$ cat src/rtl/fetch_stage_if.sv
// Fetch-stage bus: instruction-memory port, hazard-unit holds, branch redirect
// and the IF/ID fields presented to decode and hazard detection.
interface fetch_stage_if;
  localparam int unsigned XLEN = 16;
  localparam int unsigned FLEN = 4;

  logic [XLEN-1:0] imem_data;
  logic            PC_Hold;
  logic            IF_ID_Hold;
  logic            branch_taken;
  logic [XLEN-1:0] branch_target;
  logic [XLEN-1:0] imem_addr;
  logic [XLEN-1:0] IF_ID_Instr;
  logic [XLEN-1:0] IF_ID_PC;
  logic            IF_ID_Valid;
  logic [FLEN-1:0] Opcode;
  logic [FLEN-1:0] IF_ID_Op1;
  logic [FLEN-1:0] IF_ID_Op2;
  logic [FLEN-1:0] FunctionCode;
  logic            halted;
  logic            misalign;
  logic [XLEN-1:0] stall_count;
  logic            stall_timeout;

  // Fetch stage side.
  modport master (
    input  imem_data, PC_Hold, IF_ID_Hold, branch_taken, branch_target,
    output imem_addr, IF_ID_Instr, IF_ID_PC, IF_ID_Valid, Opcode, IF_ID_Op1,
           IF_ID_Op2, FunctionCode, halted, misalign, stall_count, stall_timeout
  );

  // Memory / hazard unit / downstream side.
  modport slave (
    output imem_data, PC_Hold, IF_ID_Hold, branch_taken, branch_target,
    input  imem_addr, IF_ID_Instr, IF_ID_PC, IF_ID_Valid, Opcode, IF_ID_Op1,
           IF_ID_Op2, FunctionCode, halted, misalign, stall_count, stall_timeout
  );
endinterface

$ cat src/rtl/fetch_stage.sv
// Instruction fetch with IF/ID register: PC ownership, branch redirect/flush,
// halt freeze and stall statistics for the hazard unit.
module fetch_stage #(
  parameter logic [15:0] RESET_PC    = 16'h0000,
  parameter logic [15:0] NOP_INSTR   = 16'h0000,
  parameter logic [3:0]  HALT_OP     = 4'b1111,
  parameter logic [7:0]  STALL_LIMIT = 8'd64
) (
  input  logic          clk,
  input  logic          rst,
  fetch_stage_if.master bus
);
  localparam int unsigned XLEN = 16;
  localparam int unsigned CW   = 8;

  typedef enum logic {ST_RUN = 1'b0, ST_HALT = 1'b1} state_t;

  state_t          state;
  logic [XLEN-1:0] pc;
  logic [XLEN-1:0] instr;
  logic [XLEN-1:0] instr_pc;
  logic            valid;
  logic            misalign;
  logic [XLEN-1:0] stall_count;
  logic [CW-1:0]   consec;
  logic            stall_timeout;

  logic            stall_cond;
  logic [CW-1:0]   consec_inc;

  // A stall edge is a held PC while running and not being redirected.
  always_comb begin
    stall_cond = 1'b0;
    consec_inc = consec;
    stall_cond = bus.PC_Hold && (state == ST_RUN) && !bus.branch_taken;
    if (consec != {CW{1'b1}}) consec_inc = consec + CW'(1);
  end

  always_ff @(posedge clk) begin
    if (!rst) begin
      state         <= ST_RUN;
      pc            <= RESET_PC;
      instr         <= NOP_INSTR;
      instr_pc      <= '0;
      valid         <= 1'b0;
      misalign      <= 1'b0;
      stall_count   <= '0;
      consec        <= '0;
      stall_timeout <= 1'b0;
    end else begin
      misalign <= bus.branch_taken & bus.branch_target[0];

      // Redirect wins in either state and cancels any speculative halt.
      if (bus.branch_taken) begin
        state    <= ST_RUN;
        pc       <= {bus.branch_target[XLEN-1:1], 1'b0};
        instr    <= NOP_INSTR;
        instr_pc <= '0;
        valid    <= 1'b0;
      end else if (state == ST_RUN) begin
        if (!bus.PC_Hold) pc <= pc + XLEN'(2);
        if (bus.IF_ID_Hold) begin
          instr    <= bus.imem_data;
          instr_pc <= pc;
          valid    <= 1'b1;
        end
        if (valid && (instr[15:12] == HALT_OP)) state <= ST_HALT;
      end

      if (stall_cond) begin
        if (stall_count != {XLEN{1'b1}}) stall_count <= stall_count + XLEN'(1);
        consec <= consec_inc;
        if (consec_inc >= STALL_LIMIT) stall_timeout <= 1'b1;
      end else begin
        consec <= '0;
      end
    end
  end

  assign bus.imem_addr     = pc;
  assign bus.IF_ID_Instr   = instr;
  assign bus.IF_ID_PC      = instr_pc;
  assign bus.IF_ID_Valid   = valid;
  assign bus.Opcode        = instr[15:12];
  assign bus.IF_ID_Op1     = instr[11:8];
  assign bus.IF_ID_Op2     = instr[7:4];
  assign bus.FunctionCode  = instr[3:0];
  assign bus.halted        = (state == ST_HALT);
  assign bus.misalign      = misalign;
  assign bus.stall_count   = stall_count;
  assign bus.stall_timeout = stall_timeout;
endmodule
$ cat src/flat_wrapper.sv
// flat-port wrapper written by rule: the top's interface ports become plain ports
module fetch_stage_flat 
#(
  parameter logic [15:0] RESET_PC    = 16'h0000,
  parameter logic [15:0] NOP_INSTR   = 16'h0000,
  parameter logic [3:0]  HALT_OP     = 4'b1111,
  parameter logic [7:0]  STALL_LIMIT = 8'd64
)
  (clk, rst, bus_imem_data, bus_PC_Hold, bus_IF_ID_Hold, bus_branch_taken, bus_branch_target, bus_imem_addr, bus_IF_ID_Instr, bus_IF_ID_PC, bus_IF_ID_Valid, bus_Opcode, bus_IF_ID_Op1, bus_IF_ID_Op2, bus_FunctionCode, bus_halted, bus_misalign, bus_stall_count, bus_stall_timeout);
  fetch_stage_if bus_i ();
  input  logic clk;
  input  logic rst;
  input wire logic [$bits(bus_i.imem_data)-1:0] bus_imem_data;
  input wire logic [$bits(bus_i.PC_Hold)-1:0] bus_PC_Hold;
  input wire logic [$bits(bus_i.IF_ID_Hold)-1:0] bus_IF_ID_Hold;
  input wire logic [$bits(bus_i.branch_taken)-1:0] bus_branch_taken;
  input wire logic [$bits(bus_i.branch_target)-1:0] bus_branch_target;
  output wire logic [$bits(bus_i.imem_addr)-1:0] bus_imem_addr;
  output wire logic [$bits(bus_i.IF_ID_Instr)-1:0] bus_IF_ID_Instr;
  output wire logic [$bits(bus_i.IF_ID_PC)-1:0] bus_IF_ID_PC;
  output wire logic [$bits(bus_i.IF_ID_Valid)-1:0] bus_IF_ID_Valid;
  output wire logic [$bits(bus_i.Opcode)-1:0] bus_Opcode;
  output wire logic [$bits(bus_i.IF_ID_Op1)-1:0] bus_IF_ID_Op1;
  output wire logic [$bits(bus_i.IF_ID_Op2)-1:0] bus_IF_ID_Op2;
  output wire logic [$bits(bus_i.FunctionCode)-1:0] bus_FunctionCode;
  output wire logic [$bits(bus_i.halted)-1:0] bus_halted;
  output wire logic [$bits(bus_i.misalign)-1:0] bus_misalign;
  output wire logic [$bits(bus_i.stall_count)-1:0] bus_stall_count;
  output wire logic [$bits(bus_i.stall_timeout)-1:0] bus_stall_timeout;
  assign bus_i.imem_data = bus_imem_data;
  assign bus_i.PC_Hold = bus_PC_Hold;
  assign bus_i.IF_ID_Hold = bus_IF_ID_Hold;
  assign bus_i.branch_taken = bus_branch_taken;
  assign bus_i.branch_target = bus_branch_target;
  assign bus_imem_addr = bus_i.imem_addr;
  assign bus_IF_ID_Instr = bus_i.IF_ID_Instr;
  assign bus_IF_ID_PC = bus_i.IF_ID_PC;
  assign bus_IF_ID_Valid = bus_i.IF_ID_Valid;
  assign bus_Opcode = bus_i.Opcode;
  assign bus_IF_ID_Op1 = bus_i.IF_ID_Op1;
  assign bus_IF_ID_Op2 = bus_i.IF_ID_Op2;
  assign bus_FunctionCode = bus_i.FunctionCode;
  assign bus_halted = bus_i.halted;
  assign bus_misalign = bus_i.misalign;
  assign bus_stall_count = bus_i.stall_count;
  assign bus_stall_timeout = bus_i.stall_timeout;
  fetch_stage #(.RESET_PC(RESET_PC), .NOP_INSTR(NOP_INSTR), .HALT_OP(HALT_OP), .STALL_LIMIT(STALL_LIMIT)) u_core (.clk(clk), .rst(rst), .bus(bus_i));
endmodule
$ cat config.mk
export PLATFORM = sky130hd
export DESIGN_NAME = fetch_stage_flat
export DESIGN_NICKNAME = d
export VERILOG_FILES = /design/src/rtl/fetch_stage_if.sv /design/src/rtl/fetch_stage.sv /design/src/flat_wrapper.sv
export SDC_FILE = /design/constraint.sdc
export NUM_CORES = 1
export LEC_CHECK = 0
export CORE_MARGIN = 10
export CORE_UTILIZATION = 48
export DETAILED_ROUTE_END_ITERATION = 8
export MAX_ROUTING_LAYER = met4
export PLACE_DENSITY = 0.87
export SLEW_MARGIN = 10
export SYNTH_ARGS = -nofsm -noshare
export SYNTH_HDL_FRONTEND = slang
export SYNTH_SLANG_ARGS = --single-unit
$ cat constraint.sdc
create_clock -name clk -period 3.2 [get_ports clk]
set_input_delay 0.32 -clock clk [delete_from_list [all_inputs] [get_ports clk]]
set_output_delay 0.32 -clock clk [all_outputs]
set_load 0.1 [all_outputs]
After elaboration in Yosys (flattened, before gate mapping)
Index checks and enable logic that the tools add are counted.
{"block": "totals", "register_bits": 76, "out_inout_bits": 84, "input_bits": 37, "wordCells": 40}
{"block": "op_classes", "n_addsub": 3, "magnitude_cmp": 1, "eq_ne": 5, "bitwise": 4, "n_reduce_logical": 11, "muxes": 6}
{"cell": "$mux W16", "n": 3}
{"cell": "$add A16 B1 Y16 const B", "n": 1}
{"cell": "$add A16 B2 Y16 const B", "n": 1}
{"cell": "$ne A16 B16 Y1 const B", "n": 1}
{"cell": "$reduce_and A2 Y1", "n": 6}
{"cell": "$add A8 B1 Y8 const B", "n": 1}
{"cell": "$ge A8 B7 Y1 const B", "n": 1}
{"cell": "$mux W8", "n": 1}
{"cell": "$ne A8 B8 Y1 const B", "n": 1}
{"cell": "$eq A4 B4 Y1 const B", "n": 1}
{"cell": "$logic_and A1 B1 Y1", "n": 3}
{"cell": "$not A1 Y1", "n": 3}
{"cell": "$mux W1", "n": 2}
{"cell": "$ne A2 B1 Y1 const B", "n": 1}
{"cell": "$ne A2 B2 Y1 const B", "n": 1}
{"cell": "$reduce_or A2 Y1", "n": 1}
{"cell": "$and A1 B1 Y1", "n": 1}
{"cell": "$logic_not A1 Y1", "n": 1}

Logic depth before layout (Yosys ltp)
Gate-level depths: netlist of the first run.
{"block": "logic_depth", "word_depth": 4, "ltp_mapped": 6, "depth_no_buf": 5}

Worst setup path after synthesis of the first run
Ideal clock, no wire load.
{"block": "synth_timing", "path_kind": "reg2reg", "start": "reg u_core.stall_count[1], in the netlist u_core.bus.stall_count[1]", "end": "reg u_core.stall_count[14], in the netlist u_core.bus.stall_count[14]", "arrival_time_ns": 2.425, "required_time_ns": 3.083, "setup_ns": 0.117, "slack_ns": 0.657, "n_path_buf": 1, "path_stages_with_launch": 7, "synth_period_minus_slack_ns": 2.543, "path_cell_list": "dfxtp_1 > ha_1 > and4_1 > buf_4 > nand4_2 > or4b_1 > o211a_1"}
{"block": "synth_between", "elab_chain_cells": 2}
{"item": "start, declared", "line_no": "fetch_stage.sv:24", "source": "logic [XLEN-1:0] stall_count;"}
{"item": "start signal, assigned", "line_no": "fetch_stage.sv:71", "source": "if (stall_count != {XLEN{1'b1}}) stall_count <= stall_count + XLEN'(1);"}
{"item": "branches (longest 2 deep; another with $add A16 B1 Y16)"}
Parallel ways; which one is timed is not known.
A chain may end at the register's enable or synchronous reset.

Worst setup path after layout of the first run
{"block": "layout_timing", "start": "reg u_core.pc[4], in the netlist u_core.bus.imem_addr[4]", "end": "out bus_imem_addr[4]"}
{"item": "start, declared", "line_no": "fetch_stage.sv:19", "source": "logic [XLEN-1:0] pc;"}
{"item": "start signal, assigned", "line_no": "fetch_stage.sv:56", "source": "pc <= {bus.branch_target[XLEN-1:1], 1'b0};"}
{"item": "start signal, assigned", "line_no": "fetch_stage.sv:61", "source": "if (!bus.PC_Hold) pc <= pc + XLEN'(2);"}
{"item": "end, declared", "line_no": "flat_wrapper.sv:18", "source": "output wire logic [$bits(bus_i.imem_addr)-1:0] bus_imem_addr;"}
No word-level cell between the ends.

==> results of run 1 <==
-- stage by stage --
step	power (mW)	utilization, %
3_3_place_gp	1.46	66.1
6_report	2.24	69.3
4_1_cts	2.25	69.3
5_1_grt	2.32	69.3
3_5_place_dp	1.46	66.1
2_1_floorplan	1.34	-
-- cell families after synthesis --
family	after synthesis	synth area share (%)
fa+ha+maj	3	1.11
xor+xnor	15	3.89
simple gates	169	26.0
other cells	1	0.111
flops	74	43.9
compound gates	85	14.5
mux	12	3.60
buf+inv	42	6.90
-- worst min-delay path, stage by stage (launching register included) --
cell	delay, ns
sky130_fd_sc_hd__dfxtp_1	0.31
sky130_fd_sc_hd__nand2_1	0.05
sky130_fd_sc_hd__a21oi_1	0.05
-- synth_stat cells (2+ instances only) --
master	instances	area (sq um)
sky130_fd_sc_hd__nand3_1	11	55.1
sky130_fd_sc_hd__xnor2_1	9	78.8
sky130_fd_sc_hd__xor2_1	6	52.6
sky130_fd_sc_hd__nand4_1	12	75.1
sky130_fd_sc_hd__nand2_1	80	300
sky130_fd_sc_hd__clkbuf_1	15	56.3
sky130_fd_sc_hd__nor3b_1	2	15.0
sky130_fd_sc_hd__nor4_2	2	25.0
sky130_fd_sc_hd__a211oi_1	3	22.5
sky130_fd_sc_hd__o31ai_1	4	30.0
sky130_fd_sc_hd__nor2_1	15	56.3
sky130_fd_sc_hd__nor3_1	4	20.0
sky130_fd_sc_hd__buf_4	20	150
sky130_fd_sc_hd__mux2i_1	11	110
sky130_fd_sc_hd__and3_1	7	43.8
sky130_fd_sc_hd__inv_1	5	18.8
sky130_fd_sc_hd__nand2b_1	10	62.6
sky130_fd_sc_hd__a21oi_1	50	250
sky130_fd_sc_hd__o21ai_0	12	60.1
sky130_fd_sc_hd__or3_1	2	12.5
sky130_fd_sc_hd__nor4_1	2	12.5
sky130_fd_sc_hd__or4_1	4	30.0
sky130_fd_sc_hd__and4_1	7	61.3
sky130_fd_sc_hd__dfxtp_1	74	1480
sky130_fd_sc_hd__a31oi_1	6	37.5
sky130_fd_sc_hd__ha_1	3	37.5
sky130_fd_sc_hd__o211a_1	4	40.0
-- sequential cells by signal, summed over array words and instances (netlist names), named ones only --
signal                    cells
u_core.bus.IF_ID_Valid        1
u_core.bus.stall_count       16
u_core.bus.IF_ID_PC          15
u_core.bus.imem_addr         15
u_core.bus.IF_ID_Instr       16
u_core.bus.misalign           1
u_core.bus.stall_timeout      1
u_core.bus.halted             1
u_core.consec                 3
-- power groups by stage --
stage | Combinational [mW] | Sequential (mW) | Clock (mW)
2_1_floorplan | 0.150 | 1.19 | 0
3_3_place_gp | 0.456 | 1.00 | 0
3_5_place_dp | 0.461 | 1.00 | 0
4_1_cts | 0.462 | 0.981 | 0.809
5_1_grt | 0.479 | 0.986 | 0.854
6_report | 0.459 | 0.981 | 0.795
-- metal layers --
metal	part of all wire (%)	up-vias	global-route usage [%]
li1	-	1588	-
met1	45	1516	21.4
met2	48	123	29.5
met3	6.7	7	4.52
met4	0.85	0	5.07
met5	0	-	-
-- worst max-delay path by stage --
stage	slack, ns	start	endpoint
5_1_grt	0.82	u_core.bus.imem_addr[4]	bus_imem_addr[4]
2_1_floorplan	0.66	u_core.bus.stall_count[1]	u_core.bus.stall_count[14]
6_report	0.88	u_core.bus.imem_addr[4]	bus_imem_addr[4]
4_1_cts	0.87	u_core.bus.imem_addr[9]	bus_imem_addr[9]
3_3_place_gp	0.89	bus_branch_taken	u_core.bus.stall_count[14]
3_5_place_dp	0.82	bus_branch_taken	u_core.bus.stall_count[14]
-- cell type report --
class	instances	share of cell area [%]
inverters	6	0.478
multi-input cells	286	35.4
well taps	96	2.55
clock inverters	5	1.65
flip-flops and latches	74	31.5
clock buffers	11	3.00
repair buffers	123	25.5
==> impl_metrics.csv, run 1 <==
group,metric,value,unit
pwr,power_frac_seq,43.9,%
clock_network,numCtsBuffers,9,
grt,first_global_vias,3197,
setup_path,timing.critical_path.to_type,"primary output",
setup_path,timing.reg2reg.setup_slack,1.24,ns
drt,dr_total_vias,3234,
place,gp_routability_congestion,0.824,
synth,post_synth_instance_area,3370,sq um
layout,top_library_cells_by_usage_in_the_layout_fill_and_taps_aside,"sky130_fd_sc_hd__clkdlybuf4s50_1, sky130_fd_sc_hd__nand2_1, sky130_fd_sc_hd__dfxtp_1",
grt,overflow,0,
floorplan,fp.dieH,104,um
setup_path,slowest_stage,"sky130_fd_sc_hd__clkdlybuf4s50_1",
job,drv.max_cap_violation_count,0,
grt,grt_start_max_net_pins,34,
sta,fin_tns_setup,0,ns
sta,holdWs,0.455,ns
sta,fin_skew,0.00733,ns
clock_network,clk-insertion-delay-late,0.34,ns
drt,antenna_violating_nets_remaining,0,
clock_network,post-cts-setup-buffers,0,
drt,routed_wire_length_per_instance,16.2,um
floorplan,die_area,10800,sq um
grt,grt_pass1_wl,16100,um
grt,grt_antenna_before_repair,0,
sta,layout_worst_path_cycle_share,72.6,%
floorplan,coreArea,6790,sq um
setup_path,reg2reg_depth,5,
sta,period_needed,2.32,ns
setup_path,cp_max_fo,7,
clock_network,cts.path.max_buffers,2,
hold_path,min-delay-start,"u_core.bus.IF_ID_PC[9]",
sta,slew_headroom,24.3,%
synth,synth_edf_count,0,
layout,drive_above_1_share,7.13,%
floorplan,std_cell_rows,30,
synth,syn_inst,401,
layout,fillerInstances,552,
grt,global_route.usage.total,18.0,%
pwr,powerDensity,475,nW/um^2
synth,post_synthesis_average_cell_area,8.41,sq um
setup_path,crit_required,2.88,ns
sta,worst_slew_pin_slew,1.14,ns
layout,mostFrequentLayoutCell,"sky130_fd_sc_hd__clkdlybuf4s50_1",
place,numPortBuffers,118,
hold_path,worst_hold_path_type,"flop to flop",
pwr,power_frac_comb,20.5,%
clock_network,cts-resized-gates,0,
drt,drt_iter0_markers,153,
outcome,status,"completed",
synth,seq_area_frac_synth,43.9,%
sta,layout_setup_ws,0.877,ns
clock_network,htreeDepth,3,
drt,drt_wirelength,9710,um
hold_path,min_delay_worst_endpoint,"u_core.bus.IF_ID_PC[9]",
layout,seqCellArea,1480,sq um
floorplan,die-width,104,um
layout,postLayoutCellArea,4710,sq um
pwr,clock_power_share,35.6,%
place,placedCellCount,585,
setup_path,startpoint_type_of_the_worst_setup_path,"flop",
pwr,switching_share,31.5,%
place,dp_slack,0.818,ns
sta,slew_violations,0,
setup_path,critical-path-max-stage-delay,1.20,ns
pwr,cell_internal_pwr,1.53,mW
synth,ys_ff_latch,74,
clock_network,ctsRootBufferMaster,"sky130_fd_sc_hd__clkbuf_8",
layout,final_cells,601,
sta,setup_viol_count_final,0,
layout,antenna_cells_inserted,0,
place,place.detailed.hpwl,7350,um
layout,flow.area_growth_from_synthesis,39.5,%
floorplan,floorplan.initialDensity,49.7,%
synth,synth_cell_types,48,
drt,drt-vias-per-instance,5.38,
pwr,ir_worst_vdd,301,uV
clock_network,cts-hold-fix-buffers,0,
clock_network,clock-sinks,74,
drt,detailedRoute.firstPassIterationCount,4,
setup_path,worstPathBufferInverterCount,1,
setup_path,worstSetupPathType,"flop to primary output",
setup_path,levels_on_crit_path,1,
sta,unrepaired_setup_endpoints_after_global_routing,"false",
setup_path,critical-path-top-delay-family,"buffers and inverters",
setup_path,critical_path_cell_by_cell,"clkdlybuf4s50_1",
synth,synthArstFlopShare,0,%
synth,synth-warning-count,0,
pwr,power_leakage,1.71,nW
setup_path,r2r-end,"u_core.bus.stall_count[14]",
clock_network,worst_setup_hold_path_clk_slew,0.08,ns
floorplan,top_level_ports,121,
clock_network,tritoncts,"built",
drt,detail_route.drc_violations,0,
synth,top_flip_flop_cell_by_instance_count_after_synthesis,"sky130_fd_sc_hd__dfxtp_1",
sta,timing_hold_violations_final,0,
hold_path,hold_depth,2,
setup_path,worst-endpoint-arrival,2.00,ns
layout,num-nets-final,540,
layout,multi_input_comb_area,1670,sq um
sta,fmax_achieved,0.431,GHz
pwr,netSwitchingPower,0.703,mW
setup_path,crit-reg2reg-launch,"u_core.bus.stall_count[0]",
place,place_area,4490,sq um
No activity file was read; power rests on OpenSTA's default activity.
==> run 2: changes to the inputs <==
Settings changed: CORE_UTILIZATION 48 to 40, PLACE_DENSITY 0.87 to 0.78.
Clock period 3.2 ns to 2.1 ns, I/O delays scaled along.
==> impl_metrics.csv, run 2 (synthesis gave the netlist of run 1 again) <==
group,metric,value,unit
outcome,status,"completed",
hold_path,hold_depth,3,
sta,fmax_achieved,0.530,GHz
setup_path,reg2reg_depth,5,
setup_path,cp_max_fo,7,
clock_network,cts.path.max_buffers,2,
sta,slew_headroom,52.2,%
hold_path,worst_hold_path_type,"primary input to flop",
layout,flow.area_growth_from_synthesis,37.7,%
floorplan,top_level_ports,121,
floorplan,die_area,12500,sq um
setup_path,timing.critical_path.to_type,"flop",
layout,drive_above_1_share,26.5,%
clock_network,numCtsBuffers,9,
drt,drt-vias-per-instance,5.28,
layout,top_library_cells_by_usage_in_the_layout_fill_and_taps_aside,"sky130_fd_sc_hd__buf_4, sky130_fd_sc_hd__nand2_1, sky130_fd_sc_hd__dfxtp_1",
drt,drt_iter0_markers,157,
grt,grt_antenna_before_repair,0,
sta,fin_skew,0.00986,ns
setup_path,startpoint_type_of_the_worst_setup_path,"flop",
pwr,ir_worst_vdd,365,uV
clock_network,clk-insertion-delay-late,0.34,ns
grt,overflow,0,
place,place.detailed.hpwl,7430,um
job,drv.max_cap_violation_count,0,
sta,holdWs,0.404,ns
setup_path,crit_required,2.34,ns
layout,num-nets-final,548,
place,numPortBuffers,118,
grt,first_global_vias,3114,
layout,utilization,56.5,%
floorplan,floorplan.initialDensity,41.1,%
clock_network,ctsRootBufferMaster,"sky130_fd_sc_hd__clkbuf_8",
floorplan,fp.dieH,112,um
sta,slew_violations,0,
sta,timing_hold_violations_final,0,
layout,mostFrequentLayoutCell,"sky130_fd_sc_hd__buf_4",
setup_path,worstSetupPathType,"flop to flop",
floorplan,coreArea,8220,sq um
clock_network,htreeDepth,3,
sta,unrepaired_setup_endpoints_after_global_routing,"false",
layout,antenna_cells_inserted,0,
grt,global_route.usage.total,15.3,%
clock_network,cts-resized-gates,0,
sta,worst_slew_pin_slew,0.711,ns
sta,period_needed,1.89,ns
place,gp_routability_congestion,0.843,
drt,drt_wirelength,9690,um
sta,setup_viol_count_final,0,
sta,layout_worst_path_cycle_share,89.8,%
drt,routed_wire_length_per_instance,15.7,um
grt,grt_pass1_wl,15700,um
setup_path,worst-endpoint-arrival,2.13,ns
floorplan,std_cell_rows,33,
clock_network,post-cts-setup-buffers,0,
clock_network,cts-hold-fix-buffers,0,
floorplan,die-width,112,um
pwr,power_leakage,1.92,nW
clock_network,clock-sinks,74,
drt,dr_total_vias,3263,
clock_network,worst_setup_hold_path_clk_slew,0.08,ns
pwr,powerDensity,767,nW/um^2
grt,grt_start_max_net_pins,34,
drt,detail_route.drc_violations,0,
clock_network,tritoncts,"built",
drt,detailedRoute.firstPassIterationCount,4,
drt,antenna_violating_nets_remaining,0,
run 2: path summary, 6_finish.rpt:
kind	to	slack, ns	start
setup / recovery	u_core.bus.stall_count[14]	0.21	u_core.bus.stall_count[0]
hold reg to reg	u_core.bus.IF_ID_PC[6]	0.46	u_core.bus.IF_ID_PC[6]
setup reg to reg	u_core.bus.stall_count[14]	0.21	u_core.bus.stall_count[0]
hold / removal	u_core.bus.IF_ID_Instr[9]	0.40	bus_imem_data[9]
run 2: routing by layer:
layer	up-vias	share of wire (%)	GRT usage (%)
li1	1606	-	-
met5	-	0	-
met4	0	1.0	3.77
met1	1508	45	19.4
met2	140	46	23.2
met3	9	8.2	4.88
run 2: area by class of cell:
class,instances,area (sq um)
Multi-Input combinational cell,286,1670
Sequential cell,74,1500
Timing Repair Buffer,131,1070
Fill cell,744,3570
Clock buffer,10,138
Inverter,6,22.5
Clock inverter,6,113
Tap cell,105,131
run 2: per-stage QoR:
stage | worst slack, ns | cells | total power [mW] | cell area [sq um] | setup TNS [ns]
2_1_floorplan | -0.0723 | 402 | 2.04 | 3400 | -0.171
3_3_place_gp | 0.198 | 602 | 2.22 | 4400 | 0
3_5_place_dp | 0.126 | 602 | 2.23 | 4400 | 0
4_1_cts | 0.241 | 618 | 3.60 | 4650 | 0
5_1_grt | 0.126 | 618 | 3.69 | 4650 | 0
6_report | 0.215 | 618 | 3.56 | 4650 | 0
run 2: power breakdown:
group	switching [mW]	internal, mW	leakage (nW)
combinational	0.509	0.185	1.18
clock	0.545	0.826	0.127
sequential	0.0523	1.45	0.610
run 2: critical path, cell delays in order, from the launching register on:
cell	delay (ns)
sky130_fd_sc_hd__dfxtp_2	0.39
sky130_fd_sc_hd__ha_1	0.23
sky130_fd_sc_hd__and4_1	0.35
sky130_fd_sc_hd__nand4_2	0.16
sky130_fd_sc_hd__or4b_1	0.52
sky130_fd_sc_hd__o211a_1	0.13
==> patch 1: new RTL, config.mk and constraints of run 1 <==
Set the localparam `CW` to 4 (it was 8).
--- a/src/rtl/fetch_stage.sv
+++ b/src/rtl/fetch_stage.sv
@@ -12,5 +12,5 @@
 );
   localparam int unsigned XLEN = 16;
-  localparam int unsigned CW   = 8;
+  localparam int unsigned CW   = 4;
 
   typedef enum logic {ST_RUN = 1'b0, ST_HALT = 1'b1} state_t;
Behaviour: same outputs for any inputs over 4 cycles, from zero or initial values and one cycle with rst low; that may be too few to reach the edited logic, so the function may still have changed.
==> patch 1 against run 1 <==
Critical path depth unchanged; first-iteration DRC count up 45%; sequential cell count down 9; worst setup slack improved by 0.0037 ns; routed wire length is 8.8% lower; area after synthesis fell by 14%; via count fell by 11%; cell area fell by 11%; register-to-register slack got worse by 0.13 ns; power is 9.3% lower; global-route usage shrank 0.66 points; largest cell class unchanged; largest power group unchanged.
==> patch 1: results (changes against run 1) <==
set qor(run_status) {complete, no violations}
set qor(preCtsSetupSlack_ns) 0.6955 ;# -0.1223 ns
set qor(power_consumption_w) 0.002028 ;# -9.3%
set qor(routing_usage_on_met1_pct) 20.68 ;# -0.76 points
set qor(number_of_input_and_output_port_buffers_inserted) 117 ;# -0.85%
set qor(place_area_sq_um) 3994 ;# -11%
set qor(r2r_slack_ns) 1.11 ;# -0.13 ns
set qor(crit-reg2reg-capture) {u_core.bus.stall_count[15]}
set qor(gr-usage-met2_pct) 26.90 ;# -2.6 points
set qor(dp_hpwl_mm) 6.583 ;# -10%
set qor(drtIter0Drc) 222 ;# +45%
set qor(ys_seq_area_share_pct) 44.71 ;# +0.80 points
set qor(pg_clk_w) 0.000705 ;# -11%
set qor(fraction_of_final_layout_cells_sized_beyond_drive_strength_1_pct) 7.407 ;# +0.28 points
set qor(min-delay-start) {u_core.bus.IF_ID_PC[5]}
set qor(whs_endpoint) {u_core.bus.IF_ID_PC[5]}
set qor(worst-r2r-cell-count) 4 ;# -1
set qor(synthToLayoutAreaGrowth_pct) 44.20
set qor(share_comb_of_total_power_pct) 22.4 ;# +1.9 points
set qor(drt_pass1_iterations) 5 ;# +1
set qor(total_leakage_power_nw) 1.441 ;# -16%
set qor(nets) 493 ;# -8.7%
set qor(grt_max_degree) 30 ;# -12%
set qor(dpl.cell_count) 518 ;# -11%
set qor(whs_ns) 0.4576 ;# +0.002267 ns
## patch 1: changes by cell type after synthesis, moves of 5 or more
cell,delta
sky130_fd_sc_hd__dfxtp_1,-9
sky130_fd_sc_hd__or4_1,+5
sky130_fd_sc_hd__mux2i_1,-7
sky130_fd_sc_hd__and4_1,-5
sky130_fd_sc_hd__nand3_1,-5
sky130_fd_sc_hd__nand2b_1,-7
sky130_fd_sc_hd__or3_1,+5
## patch 1: how the worst max path moves through the flow
stage | end | cells after the start | slack, ns
floorplan | u_core.bus.stall_count[11] | 7 | 0.38
global placement | u_core.bus.stall_count[13] | 5 | 0.75
detailed placement | u_core.bus.stall_count[13] | 5 | 0.70
CTS | bus_imem_addr[1] | 1 | 0.87
global route | bus_imem_addr[11] | 1 | 0.84
finish | bus_stall_count[0] | 1 | 0.88
## patch 1: layer usage
layer  part of all wire, %  wire length (um)  vias up
met1                    43              3801     1350
li1                      -                 -     1426
met3                   8.3               739        6
met5                     0                 0        -
met2                    48              4231      104
met4                  0.96                85        0
## patch 1: cell type report
type,count,area share (%)
Clock buffer,9,2.952
Inverter,5,0.4472
Clock inverter,7,1.878
Sequential cell,65,31.01
Tap cell,75,2.236
Timing Repair Buffer,123,28.50
Multi-Input combinational cell,250,32.98
## patch 1: logic make-up after synthesis
| logic type | synth area share (%) |
|---|---|
| other | 0.1289 |
| DFF | 44.71 |
| AOI/OAI and AO/OA | 15.56 |
| muxes | 1.376 |
| buffers and inverters | 8.297 |
| xor gates and xnor gates | 4.213 |
| and+or+nand+nor | 24.85 |
| adders and majority gates | 0.8597 |
==> patch 2: new RTL, config.mk and constraints of run 1 <==
Made on the original files. Reset style: asynchronous (`rst`), changed in one clocked block.
--- a/src/rtl/fetch_stage.sv
+++ b/src/rtl/fetch_stage.sv
@@ -37,5 +37,5 @@
   end
 
-  always_ff @(posedge clk) begin
+  always_ff @(posedge clk or negedge rst) begin
     if (!rst) begin
       state         <= ST_RUN;
Behaviour: differs if rst is asserted again (counterexample within 4 cycles, from zero or initial values and one cycle with rst low); with rst held inactive, the same outputs for 10 cycles.
==> patch 2 against run 1 <==
Routed wire length fell by 3.5%; sequential cell count rose by 1; largest cell class is now registers; global-route usage fell by 0.81 points; worst setup slack got worse by 0.0014 ns; count of clock-buffer cells in the layout did not move; synthesized cell count fell by 24%; critical path type unchanged; highest routed layer unchanged; non-clock buffer count fell by 1; area after synthesis rose by 3.3%; cell area rose by 1.7%.
Power is not compared: it rests on default switching activity, and its combinational part moved more than twofold at a synthesized area within 25%.
==> patch 2: results (changes against run 1) <==
set qor(muxShareOfSynthArea_pct) 2.443 ;# -1.2 points
set qor(nonClockBufferCount) 122 ;# -0.81%
set qor(min_path_type) {input port to asynchronous set/reset pin}
set qor(fill_cells) 509 ;# -7.8%
set qor(globalRouteMet3Util_pct) 6.143 ;# +1.6 points
set qor(globalplace.congestion) 0.8499 ;# +3.2%
set qor(multi_input_gates) 199 ;# -30%
set qor(routed_met3_length_um) 679 ;# +3.8%
set qor(gr-usage-met2_pct) 28.69 ;# -0.81 points
set qor(yosys.area_share.xor_xnor_pct) 7.543 ;# +3.6 points
set qor(grt_pass1_wl_mm) 15.26 ;# -4.9%
set qor(max_stage_delay_ns) 1.18 ;# -0.02 ns
set qor(buffer_area_share_pct) 24.68 ;# -0.79 points
set qor(synth_common_cells) {sky130_fd_sc_hd__dfrtp_1, sky130_fd_sc_hd__a22o_1, sky130_fd_sc_hd__nand3_1, sky130_fd_sc_hd__nand2_1}
set qor(worst-r2r-cell-count) 4 ;# -1
set qor(run_status) {complete, no violations}
set qor(routing_usage_on_met1_pct) 19.42 ;# -2.0 points
set qor(fraction_of_final_layout_cells_sized_beyond_drive_strength_1_pct) 10.68 ;# +3.6 points
set qor(place_area_sq_um) 4604 ;# +2.6%
set qor(adder_and_majority_cell_fraction_of_the_synthesized_area_pct) 1.078 ;# -0.035 points
set qor(inverters) 2 ;# -4
set qor(dp_hpwl_mm) 6.966 ;# -5.3%
set qor(drtIter0Drc) 107 ;# -30%
set qor(floorplan.die.width_um) 105.2 ;# +1.3%
set qor(track_usage_pct) 17.20 ;# -0.81 points
==> patch 2: cell count changes in the layout (fill, tap and decap cells not counted), sizes merged, moves of 7 or more <==
| cell | delta |
|---|---|
| xor2 | +11 |
| dfrtp | +75 |
| nand2b | -10 |
| mux2i | -7 |
| a21oi | -46 |
| nand2 | -62 |
| dfxtp | -74 |
| a22o | +31 |
| nand3 | +9 |
==> patch 2: how the worst min path moves through the flow <==
stage	to	startpoint	slack (ns)
after floorplan	u_core.bus.IF_ID_Instr[0]	rst	0.02
after global placement	u_core.bus.stall_timeout	u_core.bus.stall_timeout	0.47
after detailed placement	u_core.bus.IF_ID_PC[0]	u_core.bus.IF_ID_PC[0]	0.48
after CTS	u_core.bus.IF_ID_Instr[10]	rst	0.15
after global routing	u_core.bus.IF_ID_Instr[10]	rst	0.17
final	u_core.bus.IF_ID_Instr[10]	rst	0.11
